==> src/rtl/sim_host_if.sv <==
// Simulation host interface: console byte FIFO with paced drain, tohost pass/fail capture.
// Optional macro SIM_HOST_CYCLE_CNT_EN adds a 64-bit cycle counter at CONSOLE_ADDR+8/+12.
module sim_host_if #(
  parameter int unsigned FIFO_DEPTH   = 16,
  parameter int unsigned TX_DIV       = 4,
  parameter logic [31:0] CONSOLE_ADDR = 32'h9a10_0000,
  parameter logic [31:0] TOHOST_ADDR  = 32'h8000_1000
) (
  input  logic        clk,
  input  logic        reset,
  input  logic        data_req_i,
  input  logic        data_we_i,
  input  logic [3:0]  data_be_i,
  input  logic [31:0] data_addr_i,
  input  logic [31:0] data_wdata_i,
  output logic        data_gnt_o,
  output logic        data_rvalid_o,
  output logic [31:0] data_rdata_o,
  output logic        char_valid_o,
  output logic [7:0]  char_data_o,
  input  logic        char_ready_i,
  output logic        tohost_valid_o,
  output logic [30:0] tohost_code_o,
  output logic        pass_o,
  output logic        fail_o
);

  localparam int unsigned PTR_W = (FIFO_DEPTH > 1) ? $clog2(FIFO_DEPTH) : 1;
  localparam int unsigned CNT_W = PTR_W + 1;
  localparam int unsigned GAP_W = (TX_DIV > 1) ? $clog2(TX_DIV) : 1;
  localparam logic [GAP_W-1:0] GAP_LOAD    = GAP_W'(TX_DIV - 1);
  localparam logic [CNT_W-1:0] DEPTH_CNT   = CNT_W'(FIFO_DEPTH);
  localparam logic [31:0]      STATUS_ADDR = CONSOLE_ADDR + 32'd4;

  typedef enum logic [1:0] {ST_IDLE, ST_GAP, ST_SEND} state_t;

  state_t             state, state_nxt;
  logic [GAP_W-1:0]   gap_cnt, gap_nxt;
  logic [7:0]         mem [FIFO_DEPTH];
  logic [PTR_W-1:0]   wr_ptr, rd_ptr;
  logic [CNT_W-1:0]   count;
  logic               fifo_full, fifo_empty;
  logic               console_wr, push, pop, tohost_wr;
  logic [31:0]        rd_val;
  logic               unused_be;

  assign unused_be  = ^data_be_i[3:1];
  assign fifo_full  = (count == DEPTH_CNT);
  assign fifo_empty = (count == '0);

  // Full comes from the registered count, so a same-cycle pop never frees a slot early.
  assign console_wr = data_we_i && (data_addr_i == CONSOLE_ADDR);
  assign data_gnt_o = data_req_i && !(console_wr && fifo_full);
  assign push       = data_gnt_o && console_wr && data_be_i[0];
  assign pop        = (state == ST_SEND) && char_ready_i;
  assign tohost_wr  = data_gnt_o && data_we_i && (data_addr_i == TOHOST_ADDR) &&
                      (data_wdata_i != 32'd0) && !pass_o && !fail_o;

  // Byte FIFO storage and pointers
  always_ff @(posedge clk) begin
    if (push) mem[wr_ptr] <= data_wdata_i[7:0];
  end

  always_ff @(posedge clk) begin
    if (!reset) begin
      wr_ptr <= '0;
      rd_ptr <= '0;
      count  <= '0;
    end else begin
      if (push) wr_ptr <= wr_ptr + PTR_W'(1);
      if (pop)  rd_ptr <= rd_ptr + PTR_W'(1);
      unique case ({push, pop})
        2'b10:   count <= count + CNT_W'(1);
        2'b01:   count <= count - CNT_W'(1);
        default: count <= count;
      endcase
    end
  end

`ifdef SIM_HOST_CYCLE_CNT_EN
  logic [63:0] cycle_cnt;

  always_ff @(posedge clk) begin
    if (!reset) cycle_cnt <= '0;
    else        cycle_cnt <= cycle_cnt + 64'd1;
  end
`endif

  // Drain FSM: state register
  always_ff @(posedge clk) begin
    if (!reset) begin
      state   <= ST_IDLE;
      gap_cnt <= '0;
    end else begin
      state   <= state_nxt;
      gap_cnt <= gap_nxt;
    end
  end

  // Drain FSM: next state; a byte pushed during the final pop keeps the drain going
  always_comb begin
    state_nxt = state;
    gap_nxt   = gap_cnt;
    unique case (state)
      ST_IDLE: begin
        if (!fifo_empty) begin
          state_nxt = ST_GAP;
          gap_nxt   = GAP_LOAD;
        end
      end
      ST_GAP: begin
        if (gap_cnt == '0) state_nxt = ST_SEND;
        else               gap_nxt   = gap_cnt - GAP_W'(1);
      end
      ST_SEND: begin
        if (char_ready_i) begin
          if ((count > CNT_W'(1)) || push) begin
            state_nxt = ST_GAP;
            gap_nxt   = GAP_LOAD;
          end else begin
            state_nxt = ST_IDLE;
          end
        end
      end
      default: state_nxt = ST_IDLE;
    endcase
  end

  // Drain FSM: outputs
  always_comb begin
    char_valid_o = (state == ST_SEND);
    char_data_o  = mem[rd_ptr];
  end

  // Read decode
  always_comb begin
    rd_val = '0;
    if (data_addr_i == STATUS_ADDR)
      rd_val = {16'b0, 8'(count), 6'b0, fifo_full, fifo_empty};
`ifdef SIM_HOST_CYCLE_CNT_EN
    else if (data_addr_i == CONSOLE_ADDR + 32'd8)
      rd_val = cycle_cnt[31:0];
    else if (data_addr_i == CONSOLE_ADDR + 32'd12)
      rd_val = cycle_cnt[63:32];
`endif
  end

  // Response channel
  always_ff @(posedge clk) begin
    if (!reset) begin
      data_rvalid_o <= 1'b0;
      data_rdata_o  <= '0;
    end else begin
      data_rvalid_o <= data_gnt_o;
      data_rdata_o  <= (data_gnt_o && !data_we_i) ? rd_val : 32'd0;
    end
  end

  // Tohost result capture: first nonzero write wins
  always_ff @(posedge clk) begin
    if (!reset) begin
      tohost_valid_o <= 1'b0;
      tohost_code_o  <= '0;
      pass_o         <= 1'b0;
      fail_o         <= 1'b0;
    end else begin
      tohost_valid_o <= tohost_wr;
      if (tohost_wr) begin
        if (data_wdata_i == 32'd1) begin
          pass_o <= 1'b1;
        end else begin
          fail_o        <= 1'b1;
          tohost_code_o <= data_wdata_i[31:1];
        end
      end
    end
  end

endmodule

==> config.mk <==
export PLATFORM = sky130hd
export DESIGN_NAME = sim_host_if
export DESIGN_NICKNAME = d
export VERILOG_FILES = /design/src/rtl/sim_host_if.sv
export SDC_FILE = /design/constraint.sdc
export NUM_CORES = 1
export LEC_CHECK = 0
export ABC_CLOCK_PERIOD_IN_PS = 5700
export CORE_ASPECT_RATIO = 2
export CORE_UTILIZATION = 56
export DETAILED_ROUTE_END_ITERATION = 16
export PLACE_DENSITY = 0.95
export SLEW_MARGIN = 20
export SYNTH_ARGS = -nofsm -noshare
export SYNTH_HDL_FRONTEND = slang
export SYNTH_SLANG_ARGS = --single-unit
==> constraint.sdc <==
create_clock -name clk -period 5.7 [get_ports clk]
set_clock_uncertainty 0.1 [all_clocks]
set_input_delay 1.14 -clock clk [delete_from_list [all_inputs] [get_ports clk]]
set_output_delay 1.14 -clock clk [all_outputs]
set_load 0.05 [all_outputs]
==> summary.md <==
| Metric | Value |
|---|---|
| Outcome | complete, no violations |
| Critical path's top delay family | buffers and inverters |
| Critical path required time | 4.46 ns |
| Core area | around 14000 µm² |
| Worst path cell trace | buf_4, mux4_2, mux4_2, clkdlybuf4s50_1 |
| Total of max-cap violations | 0 |
| CTS resizes | 0 |
| Endpoints failing setup | 0 |
| Final Core Density | 0.713 |
| Vias per cell | 6.24 |
| CTS sink cnt | 191 |
| Total GRT Usage | 0.279 |
| Worst EP arrival | 3.35 ns |
| Fin area | 9630 µm² |
| Slew @ Worst Pin | 1.08 ns |
| Setup repair bufs after CTS | 0 |
| TritonCTS Buffers | 17 |
| Vias in the first global route | 5482 |
| Total routed wirelength | about 19000 µm |
| DR vias | 5170 |
| Drt pass-1 iters | 5 |
| Syn. warnings | 0 |
| Synth Area in XOR/XNOR | 0.00896 |
| Syn Area/Cell | ~14 µm² |
| Switching pwr | 0.628 mW |
| Wire length of the first global-routing pass | 29400 µm |
| Initial Util | 0.579 |
| Comb power frac | 0.063 |
| RePlAce Congestion | 0.886 |
| Flop pwr share | 0.543 |
| Port buffer count | roughly 120 |
| Die Span Y | 169 µm |
| Largest family of logic cells by synthesized area | multiplexers |
| Dpl cell area | 9090 µm² |
| Crit path max-delay cell type | dfxtp_2 |
| Die width | 85.5 µm |
| Most frequent CP cell | mux4_2 |
| Prevailing post-synth register cell | edfxtp_1 |
| Async set or reset register ratio after synthesis | 0 |
| Final ANT Viol Nets | 0 |
| Synth Area in Compound Gates | 0.0560 |
| Slew Viols, Final | 0 |
| CTS hold repair buffers | 0 |
| WL/cell | around 23 µm |
| Clk network pwr share | 0.394 |
| Number of flops mapped to enable cells by yosys | about 130 |
| Switching power share of the total | 0.229 |
| Fin Setup TNS | 0 ns |
| Pre-CTS setup slack | between 1 and 1.5 ns |
| Max transition margin | 0.276 |
| PD cells | 285 nW/µm² |
| Synth Area in Simple Gates | 0.103 |
| Final period util | 0.805 |
| CP Max Fanout | 18 |
| Pin count of the biggest net entering global routing | 53 |
| DP Wirelength | approximately 13000 µm |
| Hold Fails Final Rpt | 0 |
| Leak | around 3.1 nW |
| Timing-limited maximum frequency | 218 MHz |
| Min cycle time layout | 4.59 ns |
| Post-synthesis mux area share | 0.117 |
| Crit. End Element | primary output |
| # IOs | 150 |
| Most frequent cells in the layout | edfxtp_1, clkdlybuf4s50_1, dfxtp_1 |
| H-Tree Depth | 4 |
| # fillers | 849 |
| Post-Syn Instances | 541 |
| Die ar. | 14500 µm² |
| Layout cells sized above 1 | 0.140 |
| RSZ-0062 raised after global routing | false |
| Most common cell after layout, fill and taps aside | edfxtp_1 |
| Final net count | 744 |
| Worst Path Buf+Inv | 2 |
| Clock Latency Late Sink | about 0.43 ns |
| DR iter-0 viols | 482 |
| #FFs+latches synth | 191 |
| Max clock buf depth | 2 |
| Area grow syn2layout | 23.2% |
| Clock transition at path regs | 0.07 ns |
| Synth cell types | 48 |
| GRT overflow | 0 |
| Initial antenna violation count | 0 |
| CTS tree | yes |
| Adder-cell share of the synthesized area | 0.0176 |
| Root Buffer | clkbuf_16 |
| Type of origin of the critical path | register |
| CP max stage delay | 0.77 ns |
| # DRC | 0 |
| Row count | 60 |
| Crit path kind | reg -> out |
| Worst Setup Slack, final | 1.11 ns |
| Seq/Total Area, Yosys | 0.653 |
| # diodes | 0 |
| Pint | between 2 and 2.5 mW |
| Peak VDD IR | 0.220 mV |
| Synth Cell Area | 7820 µm² |
| HP Class | reg -> reg |
kinds of logic (layout without fill, tap and decap cells):
group                      Yosys count  count (layout)
muxes                               41              41
adders and majority gates           11              11
AOI/OAI and AO/OA                   84              84
buffers and inverters               66             174
xor gates and xnor gates             8               8
and+or+nand+nor                    139             139
DFF                                191             191
other                                1              25
worst register-to-register path: stages (launching register included):
cell and delay [ns]:
dfxtp_1 0.47, inv_1 0.11, ha_1 0.22, nand4bb_1 0.19, nand2_1 0.13, nor4_4 0.41, nand2_1 0.23, nor2_1 0.86
cell usage after synthesis (all sizes together) (5+ instances only):
master | instances | share of area
a21oi | 41 | 0.026
and2 | 7 | 0.0056
buf | 35 | 0.030
clkbuf | 21 | 0.010
dfxtp | 63 | 0.16
edfxtp | 128 | 0.49
ha | 11 | 0.018
inv | 9 | 0.0043
mux4 | 40 | 0.12
nand2 | 16 | 0.0077
nand3 | 33 | 0.022
nand4 | 5 | 0.0048
nor2 | 30 | 0.014
nor3 | 10 | 0.0064
nor4 | 14 | 0.018
o21ai | 36 | 0.023
cell type report:
cell class	instances	area, µm²	area share
clock inverter	15	110	0.0114
sequential	191	5110	0.530
tap	155	194	0.0201
multi-input combinational	308	2460	0.256
clock buffer	17	425	0.0442
timing repair buffer	132	1290	0.134
inverter	10	37.5	0.00390
metal layers:
layer	vias to the layer above	part of all wire	global-route usage
met5	-	0	0
met2	294	0.58	0.520
met3	70	0.056	0.0536
met1	2557	0.31	0.287
met4	0	0.046	0.154
li1	2249	-	-
flip-flops by register name (all words and copies together) (netlist names), 2 cells and up, named ones only:
name / cells
tohost_code_o: 31
rd_ptr: 4
state: 2
wr_ptr: 4
gap_cnt: 2
count: 5
data_rdata_o: 7
mem: 128
final timing paths:
path / startpoint / endpoint / slack, ns / cells after the start
worst max-delay path: register / char_data_o[5] / 1.11 / 4
worst min-delay path: tohost_code_o[23] / tohost_code_o[23] / 0.38 / 2
worst max register to register: count[0] / mem[5][1] / 2.59 / 7
worst min register to register: tohost_code_o[23] / tohost_code_o[23] / 0.38 / 2
metrics by stage:
stage | hold WS, ns | cells | power (mW)
after detailed placement | 0.366 | 796 | 1.69
final | 0.376 | 828 | 2.74
after CTS | 0.376 | 828 | 2.75
after floorplan | 0.350 | 565 | 1.62
after global placement | 0.359 | 796 | 1.68
after global routing | 0.398 | 828 | 2.81
power by group through the flow:
stage	Combinational, mW	Sequential, mW	Clock, mW
floorplan	0.102	1.52	0
global placement	0.165	1.52	0
detailed placement	0.172	1.52	0
CTS	0.173	1.49	1.09
global route	0.184	1.49	1.14
finish	0.174	1.49	1.08
(Power assumes the default switching activity.)
